`src/rtl/quad_encoder_bank_if.sv`:
```
// quad_encoder_bank_if: encoder inputs, control strobes and register read port of quad_encoder_bank
interface quad_encoder_bank_if #(parameter int N_CH = 2);
  logic [N_CH-1:0] enc_a;
  logic [N_CH-1:0] enc_b;
  logic [N_CH-1:0] clear_pos;
  logic            clear_err;
  logic [7:0]      rd_addr;
  logic [31:0]     rd_data;
  logic            speed_valid;
  modport master (output enc_a, enc_b, clear_pos, clear_err, rd_addr, input rd_data, speed_valid);
  modport slave (input enc_a, enc_b, clear_pos, clear_err, rd_addr, output rd_data, speed_valid);
endinterface

```
`src/rtl/quad_encoder_bank.sv`:
```
// quad_encoder_bank: N-channel 4x quadrature decoder with position, windowed speed and register reads; QENC_GLITCH_FILTER_EN adds a 3-sample input majority filter
module quad_encoder_bank #(
  parameter int N_CH          = 2,
  parameter int CNT_W         = 32,
  parameter int WINDOW_CYCLES = 1_000_000,
  parameter int SPEED_OFFSET  = 1023
) (
  input logic clk,
  input logic reset,
  quad_encoder_bank_if.slave bus
);
  localparam int WW = $clog2(WINDOW_CYCLES);
`ifdef QENC_GLITCH_FILTER_EN
  localparam logic [2:0] WARM = 3'd5;
`else
  localparam logic [2:0] WARM = 3'd3;
`endif
  logic [N_CH-1:0] a_s1, a_s2, b_s1, b_s2, a_c, b_c, a_p, b_p, ca, cb, up, dn, ill, err;
  logic [2:0] warm;
  logic armed;
  logic [WW-1:0] wcnt;
  logic win_end;
  logic signed [CNT_W-1:0] pos [N_CH];
  logic signed [31:0] delta [N_CH];
  logic [31:0] speed [N_CH];
  logic [31:0] rd_nxt;
  function automatic logic [31:0] sat(input logic signed [31:0] d);
    logic signed [32:0] s;
    s = 33'(d) + 33'(SPEED_OFFSET);
    return (s[32] != s[31]) ? {s[32], {31{~s[32]}}} : s[31:0];
  endfunction
  always_ff @(posedge clk or posedge reset)
    if (reset) {a_s1, a_s2, b_s1, b_s2} <= '0;
    else begin
      a_s1 <= bus.enc_a;
      a_s2 <= a_s1;
      b_s1 <= bus.enc_b;
      b_s2 <= b_s1;
    end
`ifdef QENC_GLITCH_FILTER_EN
  logic [N_CH-1:0] a_d1, a_d2, b_d1, b_d2;
  always_ff @(posedge clk or posedge reset)
    if (reset) {a_d1, a_d2, b_d1, b_d2, a_c, b_c} <= '0;
    else begin
      a_d1 <= a_s2;
      a_d2 <= a_d1;
      b_d1 <= b_s2;
      b_d2 <= b_d1;
      a_c  <= (a_s2 & a_d1) | (a_s2 & a_d2) | (a_d1 & a_d2);
      b_c  <= (b_s2 & b_d1) | (b_s2 & b_d2) | (b_d1 & b_d2);
    end
`else
  assign a_c = a_s2;
  assign b_c = b_s2;
`endif
  // decoding stays off until the synchronizer pipeline holds real input levels
  assign armed   = warm == WARM;
  assign ca      = a_c ^ a_p;
  assign cb      = b_c ^ b_p;
  assign up      = armed ? (ca & ~cb & ~(a_p ^ b_c)) | (cb & ~ca & (a_c ^ b_p)) : '0;
  assign dn      = armed ? (ca & ~cb & (a_p ^ b_c)) | (cb & ~ca & ~(a_c ^ b_p)) : '0;
  assign ill     = armed ? ca & cb : '0;
  assign win_end = wcnt == WW'(WINDOW_CYCLES - 1);
  always_ff @(posedge clk or posedge reset)
    if (reset) begin
      a_p             <= '0;
      b_p             <= '0;
      warm            <= '0;
      wcnt            <= '0;
      err             <= '0;
      bus.speed_valid <= 1'b0;
      bus.rd_data     <= '1;
      for (int i = 0; i < N_CH; i++) begin
        pos[i]   <= '0;
        delta[i] <= '0;
        speed[i] <= 32'(SPEED_OFFSET);
      end
    end else begin
      a_p             <= a_c;
      b_p             <= b_c;
      if (!armed) warm <= warm + 1'b1;
      wcnt            <= win_end ? '0 : wcnt + 1'b1;
      bus.speed_valid <= win_end;
      err             <= (err & ~{N_CH{bus.clear_err}}) | ill;
      bus.rd_data     <= rd_nxt;
      for (int i = 0; i < N_CH; i++) begin
        pos[i]   <= bus.clear_pos[i] ? '0 : up[i] ? pos[i] + 1'b1 : dn[i] ? pos[i] - 1'b1 : pos[i];
        delta[i] <= (win_end ? 32'sd0 : delta[i]) + (up[i] ? 32'sd1 : dn[i] ? -32'sd1 : 32'sd0);
        if (win_end) speed[i] <= sat(delta[i]);
      end
    end
  always_comb begin
    rd_nxt = '1;
    for (int i = 0; i < N_CH; i++) begin
      if (bus.rd_addr == 8'(i)) rd_nxt = speed[i];
      if (bus.rd_addr == 8'(N_CH + i)) rd_nxt = 32'(pos[i]);
    end
    if (bus.rd_addr == 8'hFE) rd_nxt = 32'(err);
    if (bus.rd_addr == 8'hFF) rd_nxt = {8'(N_CH), 8'(CNT_W), 16'hE2C0};
  end
endmodule

```
`src/flat_wrapper.sv`:
```
// flat-port wrapper written by rule: the top's interface ports become plain ports
module quad_encoder_bank_flat 
#(
  parameter int N_CH          = 2,
  parameter int CNT_W         = 32,
  parameter int WINDOW_CYCLES = 1_000_000,
  parameter int SPEED_OFFSET  = 1023
)
  (clk, reset, bus_enc_a, bus_enc_b, bus_clear_pos, bus_clear_err, bus_rd_addr, bus_rd_data, bus_speed_valid);
  quad_encoder_bank_if #(.N_CH(N_CH)) bus_i ();
  input logic clk;
  input logic reset;
  input wire logic [$bits(bus_i.enc_a)-1:0] bus_enc_a;
  input wire logic [$bits(bus_i.enc_b)-1:0] bus_enc_b;
  input wire logic [$bits(bus_i.clear_pos)-1:0] bus_clear_pos;
  input wire logic [$bits(bus_i.clear_err)-1:0] bus_clear_err;
  input wire logic [$bits(bus_i.rd_addr)-1:0] bus_rd_addr;
  output wire logic [$bits(bus_i.rd_data)-1:0] bus_rd_data;
  output wire logic [$bits(bus_i.speed_valid)-1:0] bus_speed_valid;
  assign bus_i.enc_a = bus_enc_a;
  assign bus_i.enc_b = bus_enc_b;
  assign bus_i.clear_pos = bus_clear_pos;
  assign bus_i.clear_err = bus_clear_err;
  assign bus_i.rd_addr = bus_rd_addr;
  assign bus_rd_data = bus_i.rd_data;
  assign bus_speed_valid = bus_i.speed_valid;
  quad_encoder_bank #(.N_CH(N_CH), .CNT_W(CNT_W), .WINDOW_CYCLES(WINDOW_CYCLES), .SPEED_OFFSET(SPEED_OFFSET)) u_core (.clk(clk), .reset(reset), .bus(bus_i));
endmodule
```
`config.mk`:
```
export PLATFORM = sky130hd
export DESIGN_NAME = quad_encoder_bank_flat
export DESIGN_NICKNAME = d
export VERILOG_FILES = /design/src/rtl/quad_encoder_bank_if.sv /design/src/rtl/quad_encoder_bank.sv /design/src/flat_wrapper.sv
export SDC_FILE = /design/constraint.sdc
export NUM_CORES = 1
export LEC_CHECK = 0
export BUFFER_PORTS_ARGS = -buffer_cell sky130_fd_sc_hd__buf_2
export CORE_ASPECT_RATIO = 0.5
export CORE_UTILIZATION = 42
export DETAILED_ROUTE_END_ITERATION = 12
export GPL_ROUTABILITY_DRIVEN = 0
export HOLD_SLACK_MARGIN = 0.1
export SYNTH_ARGS = -nofsm -noshare
export SYNTH_HDL_FRONTEND = slang
export SYNTH_SLANG_ARGS = --single-unit
```
`constraint.sdc`:
```
create_clock -name clk -period 18.6 [get_ports clk]
set_clock_uncertainty 0.15 [all_clocks]
set_input_delay 1.86 -clock clk [delete_from_list [all_inputs] [get_ports clk]]
set_output_delay 1.86 -clock clk [all_outputs]
set_load 0.01 [all_outputs]
```
==> Word-level counts from Yosys, hierarchy flattened <==
Cells that the tools add are included.
Widths: inputs -> output; s select.
{ "totals": {"register_bits": 262, "inputBits": 17, "output_inout_bits": 33, "elab_cells": 85} }
{ "classes": {"n_addsub": 10, "eq_ne": 9, "mux": 24, "bitwise_logic": 22, "n_reduce_logical": 3} }
{ "ops": {"columns": ["cell", "n"], "rows": [
  ["$mux 32", 20],
  ["$add 32x11->33 const B", 2],
  ["$add 32x1->32 const B", 2],
  ["$add 32x32->32", 2],
  ["$sub 32x1->32 const B", 2],
  ["$add 20x1->20 const B", 1],
  ["$eq 20x20->1 const B", 1],
  ["$mux 20", 1],
  ["$and 2x2->2", 8],
  ["$eq 8x2->1 const B", 2],
  ["$eq 8x8->1 const B", 2],
  ["$not 2->2", 5],
  ["$eq 8x1->1 const B", 1],
  ["$logic_not 8->1", 1],
  ["$xor 2x2->2", 4],
  ["$mux 2", 3],
  ["$or 2x2->2", 3],
  ["$reduce_bool 3->1", 2],
  ["$add 3x1->3 const B", 1],
  ["$eq 3x2->1 const B", 1],
  ["$ne 1x1->1", 2],
  ["$not 1->1", 2]
]} }

==> Logic depth before layout (Yosys ltp) <==
Gate-level depths: netlist of run 1.
{ "logic_depth": {"word_depth": 9, "ltp_mapped": 24} }

==> Worst setup path before layout of run 1 <==
Ideal clock, no wire load.
{ "synth_path": {"path_kind": "flip-flop to flip-flop", "from": "register u_core.warm[0]", "to": "register u_core.delta[24] in the netlist's numbering", "setup_time_ps": 79, "arrival_time_ps": 5047, "path_slack_ps": 13323, "stages_incl_launch_ff": 22, "path_buffers": 3, "path_cell_list": "dfrtp_1 -> ha_1 -> ha_1 -> clkbuf_1 -> nand3_1 -> and2_1 -> clkbuf_1 -> inv_2 -> buf_1 -> ha_1 -> ha_1 -> nand2_1 -> o21ai_0 -> a221oi_1 -> a211oi_1 -> o31a_1 -> o211ai_2 -> a21oi_1 -> a21o_1 -> a21boi_2 -> o21bai_1 -> xor2_1"} }
{ "synth_via": {"elab_chain_cells": 5, "word_cells_on_any_way": 6, "classes_between": "add/sub (1); eq/ne (1); mux (4)"} }
{ "synth_lines": {"columns": ["element", "line", "source"], "rows": [
  ["from (decl)", "quad_encoder_bank.sv:19", "logic [2:0] warm;"],
  ["from (signal assigned)", "quad_encoder_bank.sv:81", "if (!armed) warm <= warm + 1'b1;"],
  ["$eq 3x2->1 (*)", "quad_encoder_bank.sv:57", "assign armed = warm == WARM;"],
  ["$mux 2", "quad_encoder_bank.sv:61", "assign dn = armed ? (ca & ~cb & (a_p ^ b_c)) | (cb & ~ca & ~(a_c ^ b_p)) : '0;"],
  ["$mux 32", "quad_encoder_bank.sv:88", "delta[i] <= (win_end ? 32'sd0 : delta[i]) + (up[i] ? 32'sd1 : dn[i] ? -32'sd1 : 32'sd0);"],
  ["$mux 32 (*)", "quad_encoder_bank.sv:88", null],
  ["$add 32x32->32 (*)", "quad_encoder_bank.sv:88", null],
  ["to (signal, indexed assignment)", "quad_encoder_bank.sv:88", null],
  ["to (decl)", "quad_encoder_bank.sv:24", "logic signed [31:0] delta [N_CH];"]
]} }
Every way passes the cells marked *; elsewhere a longest branch is shown, timed or not.
A chain may end at the register's enable or synchronous reset.

==> Final worst setup path of run 1 <==
{ "layout_path": {"from": "register u_core.wcnt[8]", "to": "register u_core.delta[24] in the netlist's numbering"} }
{ "layout_via": {"elab_chain_cells": 3} }
{ "layout_lines": {"columns": ["element", "line", "source"], "rows": [
  ["from (decl)", "quad_encoder_bank.sv:21", "logic [WW-1:0] wcnt;"],
  ["from (signal assigned)", "quad_encoder_bank.sv:82", "wcnt <= win_end ? '0 : wcnt + 1'b1;"],
  ["$eq 20x20->1", "quad_encoder_bank.sv:63", "assign win_end = wcnt == WW'(WINDOW_CYCLES - 1);"],
  ["$mux 32", "quad_encoder_bank.sv:88", null],
  ["$add 32x32->32", "quad_encoder_bank.sv:88", null]
]} }
No other way between the ends.

==> results of run 1 <==
-- final timing paths --
check                               start          endpoint  slack (ps)  depth (start not counted)
max                        u_core.wcnt[8]  u_core.delta[24]       12770                         20
min                        u_core.a_s1[1]     u_core.a_c[1]         180                          0
max reg2reg                u_core.wcnt[8]  u_core.delta[24]       12770                         20
min reg2reg                u_core.a_s1[1]     u_core.a_c[1]         180                          0
max in group asynchronous           reset    u_core.pos[20]       15450                          3
min in group asynchronous           reset  u_core.delta[29]        1290                          2
-- layer usage --
layer | vias up | part of all wire [%] | global-route usage (%) | routed length, microns
met4 | 0 | 2.3 | 5.918 | 1192
met1 | 7757 | 48 | 33.97 | 25230
li1 | 7853 | - | - | -
met5 | - | 0 | 0 | 0
met3 | 80 | 5.5 | 2.653 | 2885
met2 | 431 | 44 | 36.04 | 23050
-- kinds of logic after synthesis --
logic type                 share of synthesized area [%]
buffers and inverters                              3.901
muxes                                              2.360
adders and majority gates                          7.923
and+or+nand+nor                                    18.99
AOI/OAI and AO/OA                                  21.50
DFF                                                35.47
xor gates and xnor gates                           9.854
-- area by class of cell --
type                       count  area share [%]
timing repair buffer          70           1.985
clock inverter                13          0.7213
multi-input combinational   1773           55.90
clock buffer                  39           4.106
tap                          588           3.625
inverter                      54           1.036
sequential                   262           32.63
-- state kept, by name, summed over array words and instances, names as in the netlist, 3 cells and up --
name and flops:
u_core.speed 64, u_core.wcnt 20, u_core.delta 64, u_core.bus.rd_data 32
u_core.warm 3, u_core.pos 64
-- power by group through the flow --
stage,Combinational (W),Sequential (W),Clock [W]
2_1_floorplan,0.00133,0.000795,0
3_3_place_gp,0.00150,0.000957,0
3_5_place_dp,0.00151,0.000955,0
4_1_cts,0.00152,0.000947,0.000615
5_1_grt,0.00172,0.000975,0.000638
6_report,0.00152,0.000953,0.000604
-- cells in the mapped netlist, types with 49 or more instances --
library cell / number
nand2_1: 290
a21oi_1: 264
dfrtp_1: 210
xnor2_1: 150
o21ai_0: 110
o22ai_1: 49
clkbuf_1: 91
dfstp_2: 52
ha_1: 115
inv_1: 50
nand3_1: 61
nor2_1: 182
xor2_1: 60
-- through the flow --
stage | worst slack (ps) | power, W | utilization (%)
final | 12770 | 0.003080 | 46.43
after global routing | 12320 | 0.003329 | 46.43
after CTS | 12790 | 0.003084 | 46.43
after detailed placement | 12800 | 0.002465 | 44.18
after global placement | 12870 | 0.002455 | 44.18
after floorplan | 9464 | 0.002124 | -
-- worst max-delay path, stage by stage, from the launching register on --
cell and delay, ps:
dfrtp_1 430, nor4b_2 330, and4_1 690, nand2_2 350, buf_4 440, inv_2 120
buf_4 490, nor2_1 100, ha_1 300, ha_1 300, nand2_1 90, o21ai_0 110
a221oi_1 310, a211oi_1 140, o31a_1 380, o211ai_2 190, a21oi_1 130, a21o_1 250
a21boi_2 180, o21bai_1 90, xor2_1 140
==> impl_results.md, run 1 <==
* Cell count after synthesis at 2220
* Die Y at ~150 microns
* Hold_ws at 177.2 ps
* Finished Layout Cells at 2799
* PwrDens at ~150 mW/mm^2
* Crit path arrival time at 6120 ps
* DP Wirelength at 36.83 mm
* Ant diodes at 0
* First-pass GRT wire length at 84.13 mm
* Combinational power share at between 40% and 50%
* Hold Fails Final Rpt at 0
* Sw Ratio at 43.62%
* Resize count post-CTS at 0
* Cell Area, Placed at 0.01931 sq mm
* Clk root buf: clkbuf_16
* Area leader, netlist: dfrtp_1
* Gr ovfl total at 0
* Vias/cell at 5.760
* Final worst-path cycle share at 31.35%
* Share of the synthesized area in the top cell type at 28.15%
* TritonCTS clock tree: done
* Core box area at roughly 0.044 sq mm
* Hold crit path type: reg2reg
* MaxCap Viol Count at 0
* Die Wd at around 300 microns
* Largest net degree at the start of global routing at 125
* Area Growth Syn to Fin at 8.728%
* Initial antenna violation count at 0
* Crit-path max FO at 51
* Via count at 16121
* CTS H-Tree Depth at 1
* Fill cells at around 4200
* Detailed Routing Iterations Pass 1 at 5
* Max Fclk at 171.5 MHz
* Area of the multi-input gates at 0.01134 sq mm
* YS warnings at 0
* #FFs+latches synth at 262
* Layout Nets at 2323
* Status: finished, final reports clean
* RSZ-0062 raised after global routing: no
* Post-synthesis cell area at between 0.015 and 0.02 sq mm
* Clock Latency Late Sink at 580 ps
* Layout cells sized above 1 at 11.90%
* Crit start category: flip-flop
* Cts-stage hold buffer count at 0
* # DRC at 0
* Worst-Margin Slew at 1050 ps
* FFs w/ async S/R, synth at between 90% and 100%
* Synth Flop Type: dfrtp_1
* EDFF count, synth at 0
* I/O pins at 50
* Post-DRT Antenna Nets at 0
* Wire length per cell at 18.71 microns
* Clock power frac at 19.6%
* TritonCTS buffer count at 28
* Sw power at 0.001344 W
* Placed cells at 2747
* Total GRT Usage at 23.13%
* Post-Syn Nets at between 2000 and 2500
* Clock Sinks at 262
* Required @ worst endpoint at about 19000 ps
* Internal at approximately 0.0017 W
* Port Buffers at 49
* Setup-failing EPs final at 0
* Die area at roughly 0.045 sq mm
* TNS Setup at 0 ps
* Most common cell after layout, fill and taps aside: nand2_1
* Vias in the first global route at 15295
* FF+latch area at 0.006621 sq mm
* Sequential Power Share at 30.9%
* Leakage power at 8.823 nW
* Initial Utilization at 42.70%
* # rows at 54
* Tmin final at between 5000 and 6000 ps
* Most frequent cells in the layout: nand2_1 (289), a21oi_1 (263), dfrtp_1 (210), nor2_1 (182), xnor2_1 (150)
* Clk buf depth at 3
* CP Capture Type: flip-flop
* Sequential element share of the synthesized area at 35.47%
* Total wire length at roughly 52 mm
* Setup bufs post-CTS at 0
* Max IR drop VDD at roughly 0.076 mV
* Synth area leaders: dfrtp_1 (28%), ha_1 (7.7%), dfstp_2 (7.3%)
* Clk slew on worst S/H paths at around 70 ps
* Synth Area per Inst at 8.408 sq um
* Final Instance Area at 0.02029 sq mm
* Crit Path Category: reg2reg
* Yosys cell types at 99
* Initial DRC count at 1307
* Max-slew violations at 0
* Max_slew headroom at 29.99%
(Power assumes the default switching activity.)
==> run 2: changes to the inputs <==
clock period = 4.9 ns   (was 18.6 ns; I/O delays follow)
==> impl_results.md, run 2 (same netlist as run 1, synthesis figures left out) <==
* Ant diodes at 0
* Detailed Routing Iterations Pass 1 at 8
* Clock Sinks at 262
* PwrDens at 572.9 mW/mm^2
* TritonCTS buffer count at 28
* Hold crit path type: reg2reg
* Clock Latency Late Sink at 570 ps
* First-pass GRT wire length at 84.85 mm
* CP Capture Type: flip-flop
* Initial antenna violation count at 0
* Max_slew headroom at 27.78%
* Area Growth Syn to Fin at 9.988%
* Clk root buf: clkbuf_16
* CTS H-Tree Depth at 1
* Wire length per cell at 18.82 microns
* Core box area at 0.04371 sq mm
* Crit-path max cell delay at 370 ps
* Port Buffers at 49
* # DRC at 0
* Hold Fails Final Rpt at 0
* Resize count post-CTS at 0
* Die area at 0.04534 sq mm
* I/O pins at 50
* CP Cell Sequence: ha_1 -> ha_1 -> nand3_2 -> buf_12 -> ha_1 -> a21oi_1 -> o21ai_0 -> a221o_1 -> a221oi_1 -> a31oi_1 -> o21a_1 -> o21ai_0 -> a21oi_1 -> a41o_1 -> or3_1 -> nand3_1 -> a21oi_1
* Vias in the first global route at 15285
* Hold_ws at 197.6 ps
* Crit-path max FO at 38
* Dpl ws at 320.4 ps
* TNS Setup at 0 ps
* Layout Nets at about 2300
* Status: finished, final reports clean
* TritonCTS clock tree: done
* Leakage power at ~8.9 nW
* RSZ-0062 raised after global routing: yes
* Crit start category: flip-flop
* Initial Utilization at 42.70%
* Setup-failing EPs final at 0
* Clk buf depth at 3
* Most frequent cells in the layout: nand2_1 (289), a21oi_1 (263), dfrtp_1 (210), nor2_1 (182), xnor2_1 (150)
* Final worst setup slack at approximately 300 ps
* MaxCap Viol Count at 0
* Die Y at 151.1 microns
* Gr ovfl total at 0
* Tmin final at 4601 ps
* Power Total at 0.01176 W
* Largest regs: u_core.delta (64), u_core.pos (64), u_core.speed (64)
* Max IR drop VDD at 0.3131 mV
* Post-DRT Antenna Nets at 0
* Setup bufs post-CTS at 0
* Die Wd at ~300 microns
* Finished Layout Cells at between 2000 and 3000
* Placed cells at between 2000 and 3000
* Required @ worst endpoint at 5170 ps
* Initial DRC count at around 1500
* Via count at 16306
* Clk slew on worst S/H paths at approximately 60 ps
* # rows at 54
* CP max stage cell: dfrtp_1
* WP buf/inv at 1
* Largest net degree at the start of global routing at 168
* Total GRT Usage at 23.36%
* Max Fclk at 217.3 MHz
* Crit path arrival time at 4870 ps
* Most common cell after layout, fill and taps aside: nand2_1
* DP Wirelength at between 30 and 40 mm
* Vias/cell at ~5.8
* Crit Path Category: reg2reg
* Total wire length at between 50 and 60 mm
* Worst path top cell family by delay: compound AO/OA/AOI/OAI gates
* Worst-Margin Slew at roughly 1100 ps
* Final worst-path cycle share at 93.90%
* Layout cells sized above 1 at 12.48%
* Max-slew violations at 0
==> run 2: cell count changes in the layout (fill, tap and decap cells not counted), sizes merged <==
cell / delta
inv: -1
dlygate4sd3: +6
clkbuf: +1
clkinv: -1
buf: +18
bufinv: +1
==> run 2: final cells by class <==
cell class                      count  area (sq um)
Clock buffer                       40         817.0
Clock inverter                     12         168.9
Fill cell                        4269         23180
Inverter                           54         206.4
Multi-Input combinational cell   1773         11340
Sequential cell                   262          6621
Tap cell                          588         735.7
Timing Repair Buffer               94         635.6
==> run 2: what timing repair did <==
| item | 4_1_cts | 5_1_grt |
|---|---|---|
| endpoints found under the hold margin | 80 | 0 |
| setup endpoints to repair | 0 | 1 |
| hold buffers | 6 | 0 |
==> run 2: final timing paths <==
path / cells past startpoint / slack (ps) / end / start
max in group asynchronous: 4 / 3200 / u_core.delta[2] / reset
min reg2reg: 0 / 200 / u_core.a_c[0] / u_core.a_s1[0]
min: 0 / 200 / u_core.a_c[0] / u_core.a_s1[0]
max: 17 / 300 / u_core.pos[30] / u_core.warm[0]
max reg2reg: 17 / 300 / u_core.pos[30] / u_core.warm[0]
min in group asynchronous: 4 / 480 / u_core.pos[10] / reset
==> run 2: per-stage QoR <==
stage / instance area [sq um] / utilization (%)
6_report: 20530 / 46.96
5_1_grt: 20530 / 46.96
4_1_cts: 20530 / 46.96
3_5_place_dp: 19480 / 44.57
3_3_place_gp: 19480 / 44.57
2_1_floorplan: 18700 / -
==> run 2: power by group <==
part / leakage, nW / total (W) / internal, W / switching [W]
logic: 5.23 / 0.00584 / 0.00262 / 0.00322
registers: 3.23 / 0.00362 / 0.00267 / 0.000944
clock network: 0.481 / 0.00231 / 0.00137 / 0.000942
==> run 2: per-layer routing <==
layer / part of all wire [%] / global-route usage, %
met4: 1.8 / 4.490
met3: 6.4 / 3.858
met5: 0 / 0
met1: 47 / 33.80
met2: 44 / 36.79
